===== config.mk =====
export PLATFORM = sky130hd
export DESIGN_NAME = isa_fetch
export DESIGN_NICKNAME = d
export VERILOG_FILES = /design/src/rtl/isa_fetch.sv
export SDC_FILE = /design/constraint.sdc
export NUM_CORES = 2
export LEC_CHECK = 0
export CAP_MARGIN = 0
export CORE_ASPECT_RATIO = 2
export CORE_MARGIN = 2
export CORE_UTILIZATION = 45
export DETAILED_ROUTE_END_ITERATION = 7
export GPL_TIMING_DRIVEN = 0
export SYNTH_ARGS = -nofsm -noshare
export SYNTH_HDL_FRONTEND = slang
export SYNTH_SLANG_ARGS = --single-unit

===== constraint.sdc =====
create_clock -name clk -period 12.8 [get_ports clk]
set_clock_uncertainty 0.1 [all_clocks]
set_input_delay 2.56 -clock clk [delete_from_list [all_inputs] [get_ports clk]]
set_output_delay 2.56 -clock clk [all_outputs]
set_load 0.01 [all_outputs]

===== src/rtl/isa_fetch.sv =====
// isa_fetch: fetches a contiguous ISA program from DRAM in bursts of up to MAX_BURST words,
// buffers it in a first-word-fall-through FIFO and streams it to the CCU decoder.
//
// Ports:
//   clk, rst              clock, synchronous active-high reset
//   TOPITF_*              start pulse, program byte address and length (words)
//   ITFTOP_Busy/Done      busy level from accepted start; one-cycle completion pulse
//   ITFDRM_RdReq*/RdAddr/RdLen, DRMITF_RdReqRdy   DRAM burst read request channel
//   DRMITF_RdDat/RdDatVld, ITFDRM_RdDatRdy        DRAM read data channel
//   ITFCCU_ISARdDat*/CCUITF_ISARdDatRdy           ISA word stream to the CCU
module isa_fetch #(
    parameter int unsigned PORT_WIDTH      = 128,
    parameter int unsigned DRAM_ADDR_WIDTH = 32,
    parameter int unsigned NUM_WORD_WIDTH  = 16,
    parameter int unsigned MAX_BURST       = 8,
    parameter int unsigned FIFO_ADDR_WIDTH = 4
) (
    input  logic                       clk,
    input  logic                       rst,
    input  logic                       TOPITF_Start,
    input  logic [DRAM_ADDR_WIDTH-1:0] TOPITF_BaseAddr,
    input  logic [NUM_WORD_WIDTH-1:0]  TOPITF_NumWord,
    output logic                       ITFTOP_Busy,
    output logic                       ITFTOP_Done,
    output logic                       ITFDRM_RdReqVld,
    input  logic                       DRMITF_RdReqRdy,
    output logic [DRAM_ADDR_WIDTH-1:0] ITFDRM_RdAddr,
    output logic [7:0]                 ITFDRM_RdLen,
    input  logic [PORT_WIDTH-1:0]      DRMITF_RdDat,
    input  logic                       DRMITF_RdDatVld,
    output logic                       ITFDRM_RdDatRdy,
    output logic [PORT_WIDTH-1:0]      ITFCCU_ISARdDat,
    output logic                       ITFCCU_ISARdDatVld,
    output logic                       ITFCCU_ISARdDatLast,
    input  logic                       CCUITF_ISARdDatRdy
);

    localparam int unsigned Depth        = 1 << FIFO_ADDR_WIDTH;
    localparam int unsigned CntW         = FIFO_ADDR_WIDTH + 1;
    localparam int unsigned SumW         = CntW + 9;
    localparam int unsigned BytesPerWord = PORT_WIDTH / 8;

    localparam logic [NUM_WORD_WIDTH-1:0] MaxBurstW = NUM_WORD_WIDTH'(MAX_BURST);

    typedef enum logic [1:0] {StIdle, StReq, StDrain, StDone} state_e;

    state_e                     state_q;
    logic [DRAM_ADDR_WIDTH-1:0] addr_q;
    logic [NUM_WORD_WIDTH-1:0]  remain_req_q;
    logic [NUM_WORD_WIDTH-1:0]  remain_pop_q;
    logic [CntW-1:0]            inflight_q, inflight_d;
    logic [CntW-1:0]            count_q, count_d;
    logic [FIFO_ADDR_WIDTH-1:0] wr_ptr_q, rd_ptr_q;
    logic                       busy_q, done_q;
    logic [PORT_WIDTH-1:0]      mem_q [Depth];

    logic [NUM_WORD_WIDTH-1:0] len_w;
    logic [7:0]                len;
    logic                      credit_ok, req_vld, req_hs;
    logic                      fifo_full, fifo_empty, running;
    logic                      push, pop, last_pop;

    always_comb begin
        len_w      = (remain_req_q > MaxBurstW) ? MaxBurstW : remain_req_q;
        len        = 8'(len_w);
        // Buffered plus outstanding words must fit in the FIFO before a new burst goes out.
        credit_ok  = (SumW'(count_q) + SumW'(inflight_q) + SumW'(len)) <= SumW'(Depth);
        req_vld    = (state_q == StReq) && credit_ok;
        req_hs     = req_vld && DRMITF_RdReqRdy;
        fifo_full  = (count_q == CntW'(Depth));
        fifo_empty = (count_q == '0);
        running    = (state_q == StReq) || (state_q == StDrain);
        // Beats outside a running program (after an abort) are accepted and dropped.
        push       = DRMITF_RdDatVld && !fifo_full && running;
        pop        = !fifo_empty && CCUITF_ISARdDatRdy;
        last_pop   = pop && (remain_pop_q == NUM_WORD_WIDTH'(1));
    end

    always_comb begin
        count_d = count_q;
        if (push && !pop) begin
            count_d = count_q + CntW'(1);
        end else if (pop && !push) begin
            count_d = count_q - CntW'(1);
        end
        inflight_d = inflight_q;
        if (req_hs) begin
            inflight_d = inflight_d + CntW'(len);
        end
        if (push) begin
            inflight_d = inflight_d - CntW'(1);
        end
    end

    always_ff @(posedge clk) begin
        if (rst) begin
            state_q      <= StIdle;
            addr_q       <= '0;
            remain_req_q <= '0;
            remain_pop_q <= '0;
            inflight_q   <= '0;
            count_q      <= '0;
            wr_ptr_q     <= '0;
            rd_ptr_q     <= '0;
            busy_q       <= 1'b0;
            done_q       <= 1'b0;
        end else begin
            done_q     <= 1'b0;
            count_q    <= count_d;
            inflight_q <= inflight_d;
            if (push) begin
                wr_ptr_q <= wr_ptr_q + FIFO_ADDR_WIDTH'(1);
            end
            if (pop) begin
                rd_ptr_q <= rd_ptr_q + FIFO_ADDR_WIDTH'(1);
                if (remain_pop_q != '0) begin
                    remain_pop_q <= remain_pop_q - NUM_WORD_WIDTH'(1);
                end
            end
            unique case (state_q)
                StIdle: begin
                    if (TOPITF_Start) begin
                        addr_q       <= TOPITF_BaseAddr;
                        remain_req_q <= TOPITF_NumWord;
                        remain_pop_q <= TOPITF_NumWord;
                        busy_q       <= 1'b1;
                        state_q      <= (TOPITF_NumWord == '0) ? StDone : StReq;
                    end
                end
                StReq: begin
                    if (req_hs) begin
                        addr_q       <= addr_q + DRAM_ADDR_WIDTH'(len) *
                                        DRAM_ADDR_WIDTH'(BytesPerWord);
                        remain_req_q <= remain_req_q - len_w;
                        if (remain_req_q == len_w) begin
                            state_q <= StDrain;
                        end
                    end
                end
                StDrain: begin
                    if (last_pop) begin
                        state_q <= StDone;
                    end
                end
                StDone: begin
                    busy_q  <= 1'b0;
                    done_q  <= 1'b1;
                    state_q <= StIdle;
                end
                default: state_q <= StIdle;
            endcase
        end
    end

    // FIFO storage needs no reset; pointers and count define its contents.
    always_ff @(posedge clk) begin
        if (push) begin
            mem_q[wr_ptr_q] <= DRMITF_RdDat;
        end
    end

    assign ITFTOP_Busy         = busy_q;
    assign ITFTOP_Done         = done_q;
    assign ITFDRM_RdReqVld     = req_vld;
    assign ITFDRM_RdAddr       = addr_q;
    assign ITFDRM_RdLen        = len;
    assign ITFDRM_RdDatRdy     = !fifo_full;
    assign ITFCCU_ISARdDat     = mem_q[rd_ptr_q];
    assign ITFCCU_ISARdDatVld  = !fifo_empty;
    assign ITFCCU_ISARdDatLast = !fifo_empty && (remain_pop_q == NUM_WORD_WIDTH'(1));

endmodule


==> flow_summary.ini <==
[place]
dpl.hpwl_mm = 148
io_buffers = 351
gpl.final_weighted_congestion = 0.943

[sta]
rsz0062_at_grt = no
min_period_over_period_pct = 66.3
period_minus_slack_ps = 8480
final-hold-violation-count = 0
report.final.slew_viol_count = 0
setup_violations = 0
slew_headroom_pct = 0.0650
worst_pin_slew_ps = 1500
fmax_mhz = 118
tns_ps = 0

[yosys]
synth_area_per_cell_um2 = 22.6
ys_ff_latch = 2138
syn-instance-count = 3662
synth-edff-count = 2048
synth-main-ff-cell = edfxtp_1
synthesis.area_um2 = 82900
synth.yosys.seq_area_share_pct = 76.4
synth_cell_types = 82
ys.warnings.count = 0
async_reset_ff_share_pct = 0

[worst_hold_path]
hold_path.class = reg2reg

[drt]
drt_iter0_markers = 4008
dr.pass1.iters = 7
viasPerCell = 6.02
remaining_drc_errors = 0
wire_per_inst_um = 32.3
via_count = 41300
wl_mm = 221
antenna_left = 0

[die]
die_y_um = 611
io_pins = 356
rows = 222
core_um2 = 183000
fp.dieArea_um2 = 188000
chipWidth_um = 307
initial_core_util_pct = 45.3

[global_route]
grt_pass1_vias = 42900
grt_pass1_wl_mm = 315
grt_antenna_before_repair = 31
grt-ovfl-total = 0
grt_start_max_net_pins = 24
grt.total_usage_pct = 23.7

[finish]
drive_above_1_share_pct = 25.6
layout_commonest_cell = edfxtp_1
fill_cells = 14000
layout.nets = 4578
final_util_pct = 53.8
area_growth_syn_to_layout_pct = 18.6
final_cell_mix = edfxtp_1 (2048), mux4_2 (623), clkdlybuf4s50_1 (351), clkbuf_16 (191), clkbuf_1 (130)

[power]
p_switching_w = 0.00518
p_per_area_nw_per_um2 = 189
power_w = 0.0185
p_leak_nw = 30.1
internal_power_w = 0.0134
p_sw_share_pct = 27.9
clockPowerShare_pct = 30.5
peakVddDrop_mv = 0.114
pwr-share-seq_pct = 43.5
comb_power_share_pct = 26.0

[run_status]
violations = capacitance limit
outcome = complete, but fails checks

[clocking]
htreeDepth = 4
post_cts_resized = 0
cts_tree = done
postCtsSetupBuffers = 0
path_clk_slew_ps = 60
clkLatencyLatePin_ps = 830
clock-sinks = 2138
numCtsBuffers = 189
clock_path_buffers = 4
hold_buffers = 0
root_buffer = clkbuf_16

[worst_setup_path]
start_kind = flip-flop
endpoint_kind = output port
crit_fanout = 8
path_class = reg2out
critPathArrivalTime_ps = 5820
cp_data_required_time_ps = 10140

[flow_run]
maxCapViolCount = 1
## cell usage after synthesis, types with 5 or more instances
| master | n | area share (%) |
|---|---|---|
| a211oi_1 | 39 | 0.35 |
| a21o_1 | 6 | 0.054 |
| a21oi_1 | 86 | 0.52 |
| and2_1 | 10 | 0.076 |
| and3_1 | 10 | 0.076 |
| buf_1 | 16 | 0.072 |
| buf_2 | 68 | 0.41 |
| buf_4 | 5 | 0.045 |
| clkbuf_1 | 102 | 0.46 |
| dfxtp_1 | 90 | 2.2 |
| edfxtp_1 | 2048 | 74 |
| fa_1 | 9 | 0.22 |
| ha_1 | 36 | 0.54 |
| inv_1 | 29 | 0.13 |
| mux2i_1 | 30 | 0.36 |
| mux4_2 | 623 | 17 |
| nand2_1 | 60 | 0.27 |
| nand2b_1 | 10 | 0.076 |
| nand3_1 | 12 | 0.072 |
| nand4_1 | 6 | 0.045 |
| nor2_1 | 84 | 0.38 |
| nor2b_1 | 28 | 0.21 |
| nor3_1 | 26 | 0.16 |
| nor4_1 | 12 | 0.091 |
| o211ai_1 | 6 | 0.054 |
| o21a_1 | 8 | 0.072 |
| o21ai_0 | 54 | 0.33 |
| o22ai_1 | 8 | 0.060 |
| o31ai_1 | 8 | 0.072 |
| or3_1 | 7 | 0.053 |
| xnor2_1 | 18 | 0.19 |
| xor2_1 | 18 | 0.19 |
## per-stage QoR
stage / worst slack (ps) / hold slack (ps) / instances / area, um^2
floorplan: 93.0 / 350 / 3671 / 82900
global placement: -13360 / 358 / 6374 / 89400
detailed placement: 5240 / 368 / 6512 / 92300
CTS: 4320 / 377 / 6850 / 98300
global route: 4130 / 398 / 6852 / 98300
finish: 4320 / 379 / 6856 / 98300
## flip-flops by register name (all words and copies together) (netlist names), named ones only
signal	count
wr_ptr_q	4
ITFTOP_Done	1
mem_q	2048
remain_pop_q	16
ITFTOP_Busy	1
ITFDRM_RdAddr	32
rd_ptr_q	4
remain_req_q	16
state_q	2
count_q	5
inflight_q	5
## cells by family after synthesis
kind of cell               Yosys count  synth area share (%)
DFF                               2138                  76.4
muxes                              658                  17.4
other                                2               0.00906
adders and majority gates           45                 0.761
xor gates and xnor gates            36                 0.381
buffers and inverters              223                  1.14
and+or+nand+nor                    291                  1.82
AOI/OAI and AO/OA                  269                  2.12
## power groups by stage
stage	clock network (W)	registers (W)	logic, W
6_report	0.00565	0.00806	0.00483
5_1_grt	0.00599	0.00808	0.00513
4_1_cts	0.00576	0.00805	0.00492
3_5_place_dp	0	0.00821	0.00490
3_3_place_gp	0	0.00827	0.00475
2_1_floorplan	0	0.00821	0.00285
## path summary, 6_finish.rpt
check | cells past startpoint | to | slack (ps) | startpoint
hold reg to reg | 2 | ITFDRM_RdAddr[3]$_SDFFE_PP0P_ | 380 | ITFDRM_RdAddr[3]$_SDFFE_PP0P_
setup / recovery | 14 | ITFDRM_RdReqVld | 4320 | remain_req_q[4]$_SDFFE_PP0P_
setup reg to reg | 19 | inflight_q[4]$_SDFF_PP0_ | 6460 | remain_req_q[4]$_SDFFE_PP0P_
hold / removal | 2 | ITFDRM_RdAddr[3]$_SDFFE_PP0P_ | 380 | ITFDRM_RdAddr[3]$_SDFFE_PP0P_
## critical path, cell delays in order, from the launching register on
cell             delay, ps
dfxtp_1                380
nor4_2                 600
nand4_1                450
a21oi_1                480
nand2_1                310
inv_1                  290
fa_1                   210
ha_1                   170
inv_1                   60
fa_1                   480
nand3b_1               170
o21ai_0                220
o211ai_1               340
nor2_1                 250
clkdlybuf4s50_1        570
## metal layers
layer  track usage [%]  share of wire (%)
met5                 0              0.096
met4              7.80                3.5
met3              4.02                6.0
met2              42.3                 53
met1              29.3                 38
## final cells by class
type	instances	area [um^2]	share of cell area [%]
sequential	2138	63300	64.4
multi-input combinational	1310	18800	19.1
timing repair buffer	489	6330	6.45
clock buffer	221	4890	4.98
tap	2352	2940	2.99
clock inverter	117	1070	1.09
buffer	192	835	0.849
inverter	31	116	0.118
antenna	6	15.0	0.0153
No activity file was read; power rests on OpenSTA's default activity.
